File: config.mk
export PLATFORM = sky130hd
export DESIGN_NAME = chunked_adder
export DESIGN_NICKNAME = d
export VERILOG_FILES = /design/src/rtl/adder_pkg.sv /design/src/rtl/cla_slice.sv /design/src/rtl/chunked_adder.sv
export SDC_FILE = /design/constraint.sdc
export NUM_CORES = 1
export LEC_CHECK = 0
export BUFFER_PORTS_ARGS = -buffer_cell sky130_fd_sc_hd__buf_2
export CAP_MARGIN = 0
export CORE_MARGIN = 10
export CORE_UTILIZATION = 30
export DETAILED_ROUTE_END_ITERATION = 10
export PLACE_DENSITY = 0.46
export SYNTH_ARGS = -nofsm -noshare
export SYNTH_HDL_FRONTEND = slang
export SYNTH_SLANG_ARGS = --single-unit
File: constraint.sdc
create_clock -name clk -period 2.4 [get_ports clk]
set_input_delay 0.36 -clock clk [delete_from_list [all_inputs] [get_ports clk]]
set_output_delay 0.36 -clock clk [all_outputs]
set_load 0.02 [all_outputs]
File: src/rtl/adder_pkg.sv
// Shared types and sizing helpers for the chunked adder/subtractor.
package adder_pkg;

  typedef enum logic [1:0] {IDLE, RUN, DONE} state_e;

  function automatic int num_slices(input int width, input int chunk);
    return (chunk < 1) ? 1 : width / chunk;
  endfunction

  function automatic int idx_bits(input int n);
    return (n <= 1) ? 1 : $clog2(n);
  endfunction

  localparam int DEFAULT_N     = num_slices(16, 4);
  localparam int DEFAULT_IDX_W = idx_bits(DEFAULT_N);

endpackage

File: src/rtl/cla_slice.sv
// One CHUNK-bit carry-lookahead slice; every carry is a flat sum of
// generate/propagate products rather than a rippled chain.
module cla_slice #(
  parameter int CHUNK = 4
) (
  input  logic [CHUNK-1:0] a,
  input  logic [CHUNK-1:0] b,
  input  logic             c_in,
  output logic [CHUNK-1:0] s,
  output logic             c_out,
  output logic             c_msb_in
);

  logic [CHUNK-1:0] p;
  logic [CHUNK-1:0] g;
  logic [CHUNK:0]   c;
  logic             gen_term;
  logic             prop;

  assign p = a ^ b;
  assign g = a & b;

  // c[i+1] = g[i] | p[i]g[i-1] | ... | p[i..0]c_in
  always_comb begin
    c        = '0;
    gen_term = 1'b0;
    prop     = 1'b0;
    c[0]     = c_in;
    for (int i = 0; i < CHUNK; i++) begin
      gen_term = g[i];
      prop     = p[i];
      for (int j = i - 1; j >= 0; j--) begin
        gen_term = gen_term | (prop & g[j]);
        prop     = prop & p[j];
      end
      c[i+1] = gen_term | (prop & c_in);
    end
  end

  assign s        = p ^ c[CHUNK-1:0];
  assign c_out    = c[CHUNK];
  assign c_msb_in = c[CHUNK-1];

endmodule

File: src/rtl/chunked_adder.sv
// Multi-cycle adder/subtractor: processes operands LSB-first, one CHUNK-bit
// lookahead slice per clock, with valid/ready handshakes on both sides.
module chunked_adder
  import adder_pkg::*;
#(
  parameter int WIDTH = 16,
  parameter int CHUNK = 4
) (
  input  logic             clk,
  input  logic             rst_n,
  input  logic             in_valid,
  output logic             in_ready,
  input  logic [WIDTH-1:0] a,
  input  logic [WIDTH-1:0] b,
  input  logic             c_in,
  input  logic             sub,
  output logic             out_valid,
  input  logic             out_ready,
  output logic [WIDTH-1:0] s,
  output logic             c_out,
  output logic             overflow
);

  localparam int N     = num_slices(WIDTH, CHUNK);
  localparam int IDX_W = idx_bits(N);

  if ((CHUNK < 1) || ((WIDTH % CHUNK) != 0)) begin : g_param_check
    $fatal(1, "chunked_adder: WIDTH must be a multiple of CHUNK and CHUNK >= 1");
  end

  state_e           state_q, state_d;
  logic [IDX_W-1:0] idx_q, idx_d;
  logic [WIDTH-1:0] a_q, a_d;
  logic [WIDTH-1:0] b_q, b_d;
  logic             carry_q, carry_d;
  logic [WIDTH-1:0] s_q, s_d;
  logic             c_out_q, c_out_d;
  logic             ovf_q, ovf_d;

  logic [CHUNK-1:0] a_chunk, b_chunk, slice_s;
  logic             slice_c_out, slice_c_msb;

  cla_slice #(.CHUNK(CHUNK)) u_slice (
    .a        (a_chunk),
    .b        (b_chunk),
    .c_in     (carry_q),
    .s        (slice_s),
    .c_out    (slice_c_out),
    .c_msb_in (slice_c_msb)
  );

  // b is stored pre-inverted for subtract so the slice only ever adds
  always_comb begin
    state_d = state_q;
    idx_d   = idx_q;
    a_d     = a_q;
    b_d     = b_q;
    carry_d = carry_q;
    s_d     = s_q;
    c_out_d = c_out_q;
    ovf_d   = ovf_q;
    a_chunk = '0;
    b_chunk = '0;

    for (int i = 0; i < N; i++) begin
      if (idx_q == IDX_W'(i)) begin
        a_chunk = a_q[i*CHUNK +: CHUNK];
        b_chunk = b_q[i*CHUNK +: CHUNK];
      end
    end

    case (state_q)
      IDLE: begin
        if (in_valid) begin
          a_d     = a;
          b_d     = b ^ {WIDTH{sub}};
          carry_d = c_in ^ sub;
          idx_d   = '0;
          state_d = RUN;
        end
      end
      RUN: begin
        for (int i = 0; i < N; i++) begin
          if (idx_q == IDX_W'(i)) begin
            s_d[i*CHUNK +: CHUNK] = slice_s;
          end
        end
        carry_d = slice_c_out;
        idx_d   = idx_q + 1'b1;
        if (idx_q == IDX_W'(N - 1)) begin
          c_out_d = slice_c_out;
          ovf_d   = slice_c_msb ^ slice_c_out;
          idx_d   = '0;
          state_d = DONE;
        end
      end
      DONE: begin
        if (out_ready) begin
          state_d = IDLE;
        end
      end
      default: state_d = IDLE;
    endcase
  end

  always_ff @(posedge clk or negedge rst_n) begin
    if (!rst_n) begin
      state_q <= IDLE;
      idx_q   <= '0;
      a_q     <= '0;
      b_q     <= '0;
      carry_q <= 1'b0;
      s_q     <= '0;
      c_out_q <= 1'b0;
      ovf_q   <= 1'b0;
    end else begin
      state_q <= state_d;
      idx_q   <= idx_d;
      a_q     <= a_d;
      b_q     <= b_d;
      carry_q <= carry_d;
      s_q     <= s_d;
      c_out_q <= c_out_d;
      ovf_q   <= ovf_d;
    end
  end

  assign in_ready  = (state_q == IDLE);
  assign out_valid = (state_q == DONE);
  assign s         = s_q;
  assign c_out     = c_out_q;
  assign overflow  = ovf_q;

endmodule

# [Yosys cells after proc, flatten, opt, wreduce, memory -nomap -nowiden]
# Index checks and enable logic that the tools add are counted.
[totals] output_inout_bits=20 reg_bits=55
[op_classes] n_reduce_logical=10 n_eq_ne=8 n_mux=17 addsub=1 bitwise_logic=32
[op_table] cell="$mux W4" n=8
[op_table] cell="$and A1 B1 Y1" n=16
[op_table] cell="$xor A16 B16 Y16" n=1
[op_table] cell="$reduce_and A2 Y1" n=6
[op_table] cell="$mux W2" n=5
[op_table] cell="$or A1 B1 Y1" n=10
[op_table] cell="$xor A4 B4 Y4" n=2
[op_table] cell="$eq A2 B2 Y1 const B" n=3
[op_table] cell="$pmux W2 S3" n=1
[op_table] cell="$and A4 B4 Y4" n=1
[op_table] cell="$eq A2 B1 Y1 const B" n=2
[op_table] cell="$logic_not A2 Y1" n=2
[op_table] cell="$ne A2 B2 Y1 const B" n=2
[op_table] cell="$pmux W2 S2" n=1
[op_table] cell="$reduce_and A3 Y1" n=1
[op_table] cell="$add A2 B1 Y2 const B" n=1
[op_table] cell="$ne A2 B1 Y1 const B" n=1
[op_table] cell="$pmux W1 S2" n=1
[op_table] cell="$reduce_bool A2 Y1" n=1
[op_table] cell="$xor A1 B1 Y1" n=2
[op_table] cell="$mux W1" n=1

# [Longest topological paths before layout]
# Gate-level depths: netlist of the first run.
[depth] depth_word=12 depth_mapped=11

# [Modules after synthesis]
# From an unflattened synthesis of the first run, not the netlist that was laid out.
[unflattened] hier_cells=242 hier_area_um2=2790.2
[modules_own_cells] module="chunked_adder" n_inst=1 cells_per_inst=224 area_each_um2=2635.0
[modules_own_cells] module="cla_slice" n_inst=1 cells_per_inst=18 area_each_um2=155.1

# [Worst setup path before layout of the first run]
# No wires, ideal clock.
[synth_path] path_type="reg-to-reg" start="register idx_q[0]" end="register s_q[10] (netlist: s[10])" path_buffers=2 arrival_time_ns=2.430 stages_incl_launch_ff=11 setup_slack_ns=-0.125 synth_period_minus_slack_ns=2.525 setup_time_ns=0.095 required_ns=2.305 path_cell_list="dfrtp_1 > inv_1 > ha_1 > buf_2 > buf_1 > a21oi_1 > a22o_1 > ha_1 > a211oi_4 > nor2_1 > o31ai_1"
[synth_between] elab_chain_len=10 elab_cells_between_ends=21 classes_between="eq/ne: 3; mux: 8; bitwise: 8; reduce/logical: 2"
[synth_rtl] item="start, declared" line_no="chunked_adder.sv:32" source="logic [IDX_W-1:0] idx_q, idx_d;"
[synth_rtl] item="start signal, assigned" line_no="chunked_adder.sv:118" source="idx_q <= idx_d;"
[synth_rtl] item="$logic_not A2 Y1" line_no="chunked_adder.sv:66" source="if (idx_q == IDX_W'(i)) begin"
[synth_rtl] item="$mux W4 (4 in a row)" line_no="chunked_adder.sv:66"
[synth_rtl] item="$xor A4 B4 Y4 / $and A4 B4 Y4 (equally long branches)" line_no="cla_slice.sv:20, cla_slice.sv:21"
[synth_rtl] item="$and A1 B1 Y1, on equally long branches" line_no="cla_slice.sv:33, cla_slice.sv:34"
[synth_rtl] item="$or A1 B1 Y1 / $and A1 B1 Y1 (equally long branches)" line_no="cla_slice.sv:33, cla_slice.sv:36"
[synth_rtl] item="$or A1 B1 Y1" line_no="cla_slice.sv:36" source="c[i+1] = gen_term | (prop & c_in);"
[synth_rtl] item="$xor A4 B4 Y4" line_no="cla_slice.sv:40" source="assign s = p ^ c[CHUNK-1:0];"
[synth_rtl] item="end signal, assigned" line_no="chunked_adder.sv:113" source="s_q <= '0;"
[synth_rtl] item="end signal, assigned" line_no="chunked_adder.sv:122" source="s_q <= s_d;"
[synth_rtl] item="end, declared" line_no="chunked_adder.sv:36" source="logic [WIDTH-1:0] s_q, s_d;"
# Parallel ways exist; a longest one is shown, timed or not.
# A chain may end at the register's enable or synchronous reset.

# [Worst setup path after layout of the first run]
[layout_path] start="register idx_q[0]" end="register s_q[11] (netlist: s[11])"
[layout_between] elab_chain_len=11 elab_cells_between_ends=24 classes_between="eq/ne: 3; mux: 8; bitwise: 11; reduce/logical: 2"
[layout_rtl] item="$logic_not A2 Y1" line_no="chunked_adder.sv:66"
[layout_rtl] item="$mux W4 (4 in a row)" line_no="chunked_adder.sv:66"
[layout_rtl] item="$xor A4 B4 Y4 / $and A4 B4 Y4 (equally long branches)" line_no="cla_slice.sv:20, cla_slice.sv:21"
[layout_rtl] item="$and A1 B1 Y1, on equally long branches" line_no="cla_slice.sv:33, cla_slice.sv:34"
[layout_rtl] item="$or A1 B1 Y1 (tied with other cells)" line_no="cla_slice.sv:33" source="gen_term = gen_term | (prop & g[j]);"
[layout_rtl] item="$or A1 B1 Y1 / $and A1 B1 Y1 (equally long branches)" line_no="cla_slice.sv:33, cla_slice.sv:36"
[layout_rtl] item="$or A1 B1 Y1" line_no="cla_slice.sv:36"
[layout_rtl] item="$xor A4 B4 Y4" line_no="cla_slice.sv:40"
# Parallel ways exist; a longest one is shown, timed or not.

==> results of run 1 <==
kinds of logic after synthesis:
logic type                 count (synthesis)  synth area share (%)
and+or+nand+nor                          107                 18.06
AOI/OAI and AO/OA                         78                 16.60
DFF                                       55                 47.31
buffers and inverters                     33                 5.247
xor gates and xnor gates                  18                 5.419
muxes                                      9                 3.226
adders and majority gates                  9                 4.129
cell usage in the layout (no fill, tap or decap), types with 6 or more instances in the layout:
cell type / count
nand2_1: 77
buf_2: 57
buf_4: 35
xnor2_1: 12
o21ai_0: 28
ha_4: 8
o21ai_1: 7
inv_1: 10
mux2i_1: 6
a22o_1: 8
nand3_1: 7
dfrtp_1: 53
a21oi_1: 14
metrics by stage:
step / power [mW] / setup WS [ns] / hold slack [ns]
2_1_floorplan: 3.918 / 0.01380 / 0.06441
3_3_place_gp: 5.317 / -0.1138 / 0.4134
3_5_place_dp: 5.316 / -0.1482 / 0.4170
4_1_cts: 6.055 / 0.003307 / 0.07509
5_1_grt: 7.000 / -0.02757 / 0.1030
6_report: 6.439 / 0.07684 / 0.04478
flip-flops by register name, indices dropped and copies added, names as in the netlist:
name and count:
carry_q 1, overflow 1, state_q 2, c_out 1, a_q 16, s 16
b_q 16, idx_q 2
cell type report:
class	count	area, um2
Inverter	12	45.04
Multi-Input combinational cell	221	1529
Tap cell	129	161.4
Timing Repair Buffer	97	613.1
Clock buffer	5	68.82
Sequential cell	55	1379
Clock inverter	3	18.77
Fill cell	935	5513
power by group through the flow:
stage          clock network, mW  registers, mW  logic (mW)
2_1_floorplan                  0           1.74        2.17
3_3_place_gp                   0           1.70        3.61
5_1_grt                    0.578           1.75        4.67
3_5_place_dp                   0           1.70        3.61
6_report                   0.527           1.69        4.22
4_1_cts                    0.549           1.70        3.81
worst max path at each step:
stage,cells past startpoint,to,slack (ns),from
after floorplan,11,s[11]$_DFFE_PN0P_,0.01,idx_q[0]$_DFFE_PN0P_
after global placement,12,s[15]$_DFFE_PN0P_,-0.11,idx_q[0]$_DFFE_PN0P_
after detailed placement,12,s[15]$_DFFE_PN0P_,-0.15,idx_q[0]$_DFFE_PN0P_
after CTS,11,s[7]$_DFFE_PN0P_,0.003,idx_q[0]$_DFFE_PN0P_
after global routing,10,s[11]$_DFFE_PN0P_,-0.03,idx_q[0]$_DFFE_PN0P_
final,10,s[11]$_DFFE_PN0P_,0.08,idx_q[0]$_DFFE_PN0P_
what timing repair did:
action	4_1_cts	5_1_grt
gates cloned	0	1
setup buffers	2	5
endpoints found under the setup margin	18	18
resized for setup	13	23
pin swaps	0	10
hold buffers	0	0
worst register-to-register path, cell delays in order, from the launching register on:
cell,delay [ns]
dfrtp_2,0.46
inv_2,0.10
ha_4,0.20
buf_6,0.15
a21oi_2,0.05
a22o_1,0.22
ha_4,0.29
a211oi_4,0.06
buf_6,0.13
or4_1,0.49
nand3_1,0.09
metal layers:
layer,global-route usage (%),vias up
met4,2.977,0
met5,0,-
met2,16.83,50
met3,2.999,8
li1,-,1215
met1,14.18,1079
==> results.py, run 1 <==
metrics = {
    "status": {
        "status": "complete, no violations",
    },
    "clock_tree": {
        "cts_buffer_depth": 2,
        "cts_root_buf": "clkbuf_8",
        "cts_tree": "built",
        "cts_max_level": 2,
        "clock_latency_ns": 0.31,
        "clkTransAtPathRegs_ns": 0.11,
        "cts_buffers": 5,
        "cts.sinks": 55,
    },
    "pwr": {
        "leakage_nw": 1.870,
        "powerDensity_mw_per_mm2": 1688,
        "p_switching_mw": 2.818,
        "p_sw_share_pct": 43.76,
        "power_frac_comb_pct": 65.5,
        "vdd_drop_max_mv": 0.6770,
        "clockPowerShare_pct": 8.2,
        "p_int_mw": 3.622,
        "p_seq_share_pct": 26.3,
    },
    "setup_path": {
        "worstPathMaxFanout": 8,
        "ff2ff_path_depth": 10,
        "r2r_setup_slack_ns": 0.08,
        "slowest_delay_ns": 0.49,
        "r2r_start": "idx_q[0]$_DFFE_PN0P_",
        "worstPathRequired_ns": 2.65,
        "worstPathCellList": "inv_2 > ha_4 > buf_6 > a21oi_2 > a22o_1 > ha_4 > a211oi_4 > buf_6 > or4_1 > nand3_1",
        "critPathArrivalTime_ns": 2.57,
        "start_kind": "flip-flop",
        "end_kind": "flip-flop",
        "crit_family": "simple AND/OR/NAND/NOR gates",
        "worstSetupPathType": "flip-flop to flip-flop",
        "cp_slowest_cell": "or4_1",
        "reg2reg_to": "s[11]$_DFFE_PN0P_",
        "path_buf_inv": 3,
    },
    "placement": {
        "port_buffers": 57,
        "gp_congestion": 0.7500,
        "dpl_cell_area_mm2": 0.003521,
        "hpwl_um": 5641,
        "dp_cells": 506,
    },
    "floorplan": {
        "coreArea_mm2": 0.009328,
        "fp.dieW_um": 118.5,
        "fp.dieArea_mm2": 0.01404,
        "row_count": 35,
        "pin_count": 58,
        "dieHeight_um": 118.5,
        "start_util_pct": 31.19,
    },
    "grt": {
        "grt_max_degree": 40,
        "first_global_vias": 2456,
        "grt-ovfl-total": 0,
        "grt_usage_pct": 10.75,
        "grt_pass1_wl_um": 12680,
        "antenna_found_initial": 0,
    },
    "detailed_routing": {
        "wl_met2_um": 3416,
        "routed_via_density": 4.506,
        "top_layer_used": "met4",
        "drtPass1Iterations": 4,
        "wl_met1_um": 3813,
        "wl_per_cell_um": 14.65,
        "routed-wl-met3_um": 330,
        "drc": 0,
        "ant_nets": 0,
        "num_vias": 2352,
        "drt-initial-drc-count": 108,
        "routed_wl_um": 7649,
    },
    "flow_run": {
        "maxCapViolCount": 0,
    },
    "timing": {
        "period_needed_ns": 2.323,
        "clock_skew_ns": 0.008377,
        "setup_tns_ns": 0,
        "setup_violations": 0,
        "finalCritPeriodShare_pct": 96.80,
        "max_freq_mhz": 430.4,
        "grt_setup_unrepaired": "yes",
        "finalHoldViolations": 0,
        "relSlewSlack_pct": 60.22,
        "slew_violations": 0,
        "worst_pin_slew_ns": 0.5967,
    },
    "synth": {
        "synth.top_cell.area_share_pct": 47.31,
        "yosysUniqueCellTypes": 36,
        "syn_area_mm2": 0.002909,
        "synth_edf_count": 0,
        "synthTopCellsByCount": "78 x nand2_1, 55 x dfrtp_1, 31 x o21ai_0",
        "syn_avg_cell_area_um2": 9.414,
        "synth-seq-cells": 55,
        "synth_seq_area_share_pct": 47.31,
        "synth.area.top_cells": "dfrtp_1 47%, nand2_1 10%, o21ai_0 5.3%",
        "syn_nets": 356,
        "async_flop_share_pct": 100.0,
        "yosys_warnings": 0,
        "synth_area_leader_cell": "dfrtp_1",
        "synth_cells": 309,
        "synthFlopType": "dfrtp_1",
        "synth.most_common_cell": "nand2_1",
    },
    "cells_and_area": {
        "drive_above_1_share_pct": 34.86,
        "syn_to_final_growth_pct": 31.14,
        "fin_util_pct": 40.90,
        "stdcell_area_mm2": 0.003815,
        "final_cell_count_no_fill": 522,
        "nets": 439,
        "antenna_cells": 0,
    },
    "worst_hold_path": {
        "min_path_type": "primary input to asynchronous set/reset pin",
    },
}
(Power assumes the default switching activity.)
==> run 2: changes to the inputs <==
--- a/config.mk
+++ b/config.mk
@@ -10,7 +10,7 @@
 export CORE_MARGIN = 10
 export CORE_UTILIZATION = 30
 export DETAILED_ROUTE_END_ITERATION = 10
-export PLACE_DENSITY = 0.46
+export PLACE_DENSITY = 0.45
 export SYNTH_ARGS = -nofsm -noshare
 export SYNTH_HDL_FRONTEND = slang
 export SYNTH_SLANG_ARGS = --single-unit
==> constraint.sdc (replaced) <==
create_clock -name clk -period 2.3 [get_ports clk]
set_input_delay 0.345 -clock clk [delete_from_list [all_inputs] [get_ports clk]]
set_output_delay 0.345 -clock clk [all_outputs]
set_load 0.02 [all_outputs]
==> results.py, run 2 (same netlist as run 1, synthesis figures left out) <==
metrics = {
    "status": {
        "status": "complete, but fails checks",
        "violations": "negative setup slack",
    },
    "placement": {
        "port_buffers": 57,
        "dp_cells": 499,
        "hpwl_um": 5640,
        "gp_congestion": 0.7628,
    },
    "setup_path": {
        "slowest_delay_ns": 0.46,
        "start_kind": "flip-flop",
        "crit_top_cell": "buf_12",
        "worstSetupPathType": "flip-flop to flip-flop",
        "cp_slowest_cell": "or4_4",
        "worstPathRequired_ns": 2.55,
        "critPathArrivalTime_ns": 2.58,
        "path_buf_inv": 3,
        "worstPathMaxFanout": 15,
        "end_kind": "flip-flop",
        "worstPathCellList": "buf_4 > ha_2 > buf_12 > a22o_4 > ha_4 > a211oi_4 > buf_12 > or4_4 > nand3_1",
        "crit_family": "simple AND/OR/NAND/NOR gates",
    },
    "timing": {
        "setup_violations": 4,
        "period_needed_ns": 2.326,
        "fin_ws_ns": -0.02590,
        "clock_skew_ns": 0.007400,
        "worst_pin_slew_ns": 0.5812,
        "slew_violations": 0,
        "finalCritPeriodShare_pct": 101.1,
        "finalHoldViolations": 0,
        "max_freq_mhz": 429.9,
        "relSlewSlack_pct": 61.26,
        "grt_setup_unrepaired": "yes",
    },
    "detailed_routing": {
        "drc": 0,
        "routed_wl_um": 7753,
        "drtPass1Iterations": 4,
        "wl_per_cell_um": 14.85,
        "ant_nets": 0,
        "drt-initial-drc-count": 93,
        "num_vias": 2351,
        "routed_via_density": 4.504,
    },
    "grt": {
        "grt_pass1_wl_um": 12930,
        "first_global_vias": 2474,
        "grt_usage_pct": 10.99,
        "grt_max_degree": 40,
        "antenna_found_initial": 0,
        "grt-ovfl-total": 0,
    },
    "clock_tree": {
        "clock_latency_ns": 0.32,
        "cts_root_buf": "clkbuf_8",
        "cts_buffer_depth": 2,
        "cts_max_level": 2,
        "clkTransAtPathRegs_ns": 0.11,
        "cts_tree": "built",
        "cts.sinks": 55,
        "cts_buffers": 5,
    },
    "cells_and_area": {
        "syn_to_final_growth_pct": 34.80,
        "layout_commonest_cell": "nand2_1",
        "antenna_cells": 0,
        "final_cell_count_no_fill": 522,
        "fin_util_pct": 42.04,
        "final_cell_mix": "78 x nand2_1, 57 x buf_2, 55 x dfrtp_1",
        "nets": 439,
        "drive_above_1_share_pct": 37.15,
    },
    "pwr": {
        "leakage_nw": 1.905,
        "vdd_drop_max_mv": 0.7031,
        "total_power_mw": 7.360,
        "powerDensity_mw_per_mm2": 1877,
    },
    "floorplan": {
        "dieHeight_um": 118.5,
        "fp.dieArea_mm2": 0.01404,
        "row_count": 35,
        "coreArea_mm2": 0.009328,
        "start_util_pct": 31.19,
        "fp.dieW_um": 118.5,
        "pin_count": 58,
    },
    "worst_hold_path": {
        "min_path_type": "primary input to asynchronous set/reset pin",
    },
    "flow_run": {
        "maxCapViolCount": 0,
    },
}
## run 2: power breakdown
part / internal, mW / total (mW) / switching [mW]
combinational: 2.53 / 5.05 / 2.52
clock: 0.216 / 0.559 / 0.343
sequential: 1.43 / 1.75 / 0.316
## run 2: layout make-up
type                    instances  area (um2)
well taps                     129       161.4
repair buffers                 97       649.4
clock buffers                   5       68.82
fillers                       956        5406
inverters                      12       45.04
multi-input cells             221        1602
flip-flops and latches         55        1376
clock inverters                 3       18.77
## run 2: per-layer routing
metal  GRT usage, %  share of wire (%)
met1          14.74                 48
met2          17.11                 46
met3          3.379                4.7
met4          2.061                1.0
met5              0                  0
## run 2: final timing paths
| path | start | endpoint | slack, ns | depth (start not counted) |
|---|---|---|---|---|
| max | idx_q[0]$_DFFE_PN0P_ | s[3]$_DFFE_PN0P_ | -0.03 | 9 |
| min | rst_n | s[12]$_DFFE_PN0P_ | 0.02 | 1 |
| max reg2reg | idx_q[0]$_DFFE_PN0P_ | s[3]$_DFFE_PN0P_ | -0.03 | 9 |
| min reg2reg | s[12]$_DFFE_PN0P_ | s[12]$_DFFE_PN0P_ | 0.48 | 2 |
| max in group asynchronous | rst_n | b_q[12]$_DFFE_PN0P_ | 1.71 | 2 |
| min in group clk | a[7] | a_q[7]$_DFFE_PN0P_ | 0.21 | 3 |
## run 2: metrics by stage
stage	hold WS (ns)	TNS [ns]	instance area [um2]	worst slack, ns
global placement	0.3806	-0.3683	3490	-0.06043
global route	0.05563	-1.138	3921	-0.1216
floorplan	0.04941	-0.006344	2963	-0.006344
finish	0.01951	-0.07819	3921	-0.02590
detailed placement	0.3887	-0.7289	3490	-0.1058
CTS	0.03882	-0.03556	3769	-0.01576
## run 2: what timing repair did
action                                  CTS  global route
pin swaps                                14            22
endpoints found under the setup margin   14            17
hold buffers                              0             0
setup buffers                            11             6
resized for setup                        25            31
hold endpoints to repair                  0             0
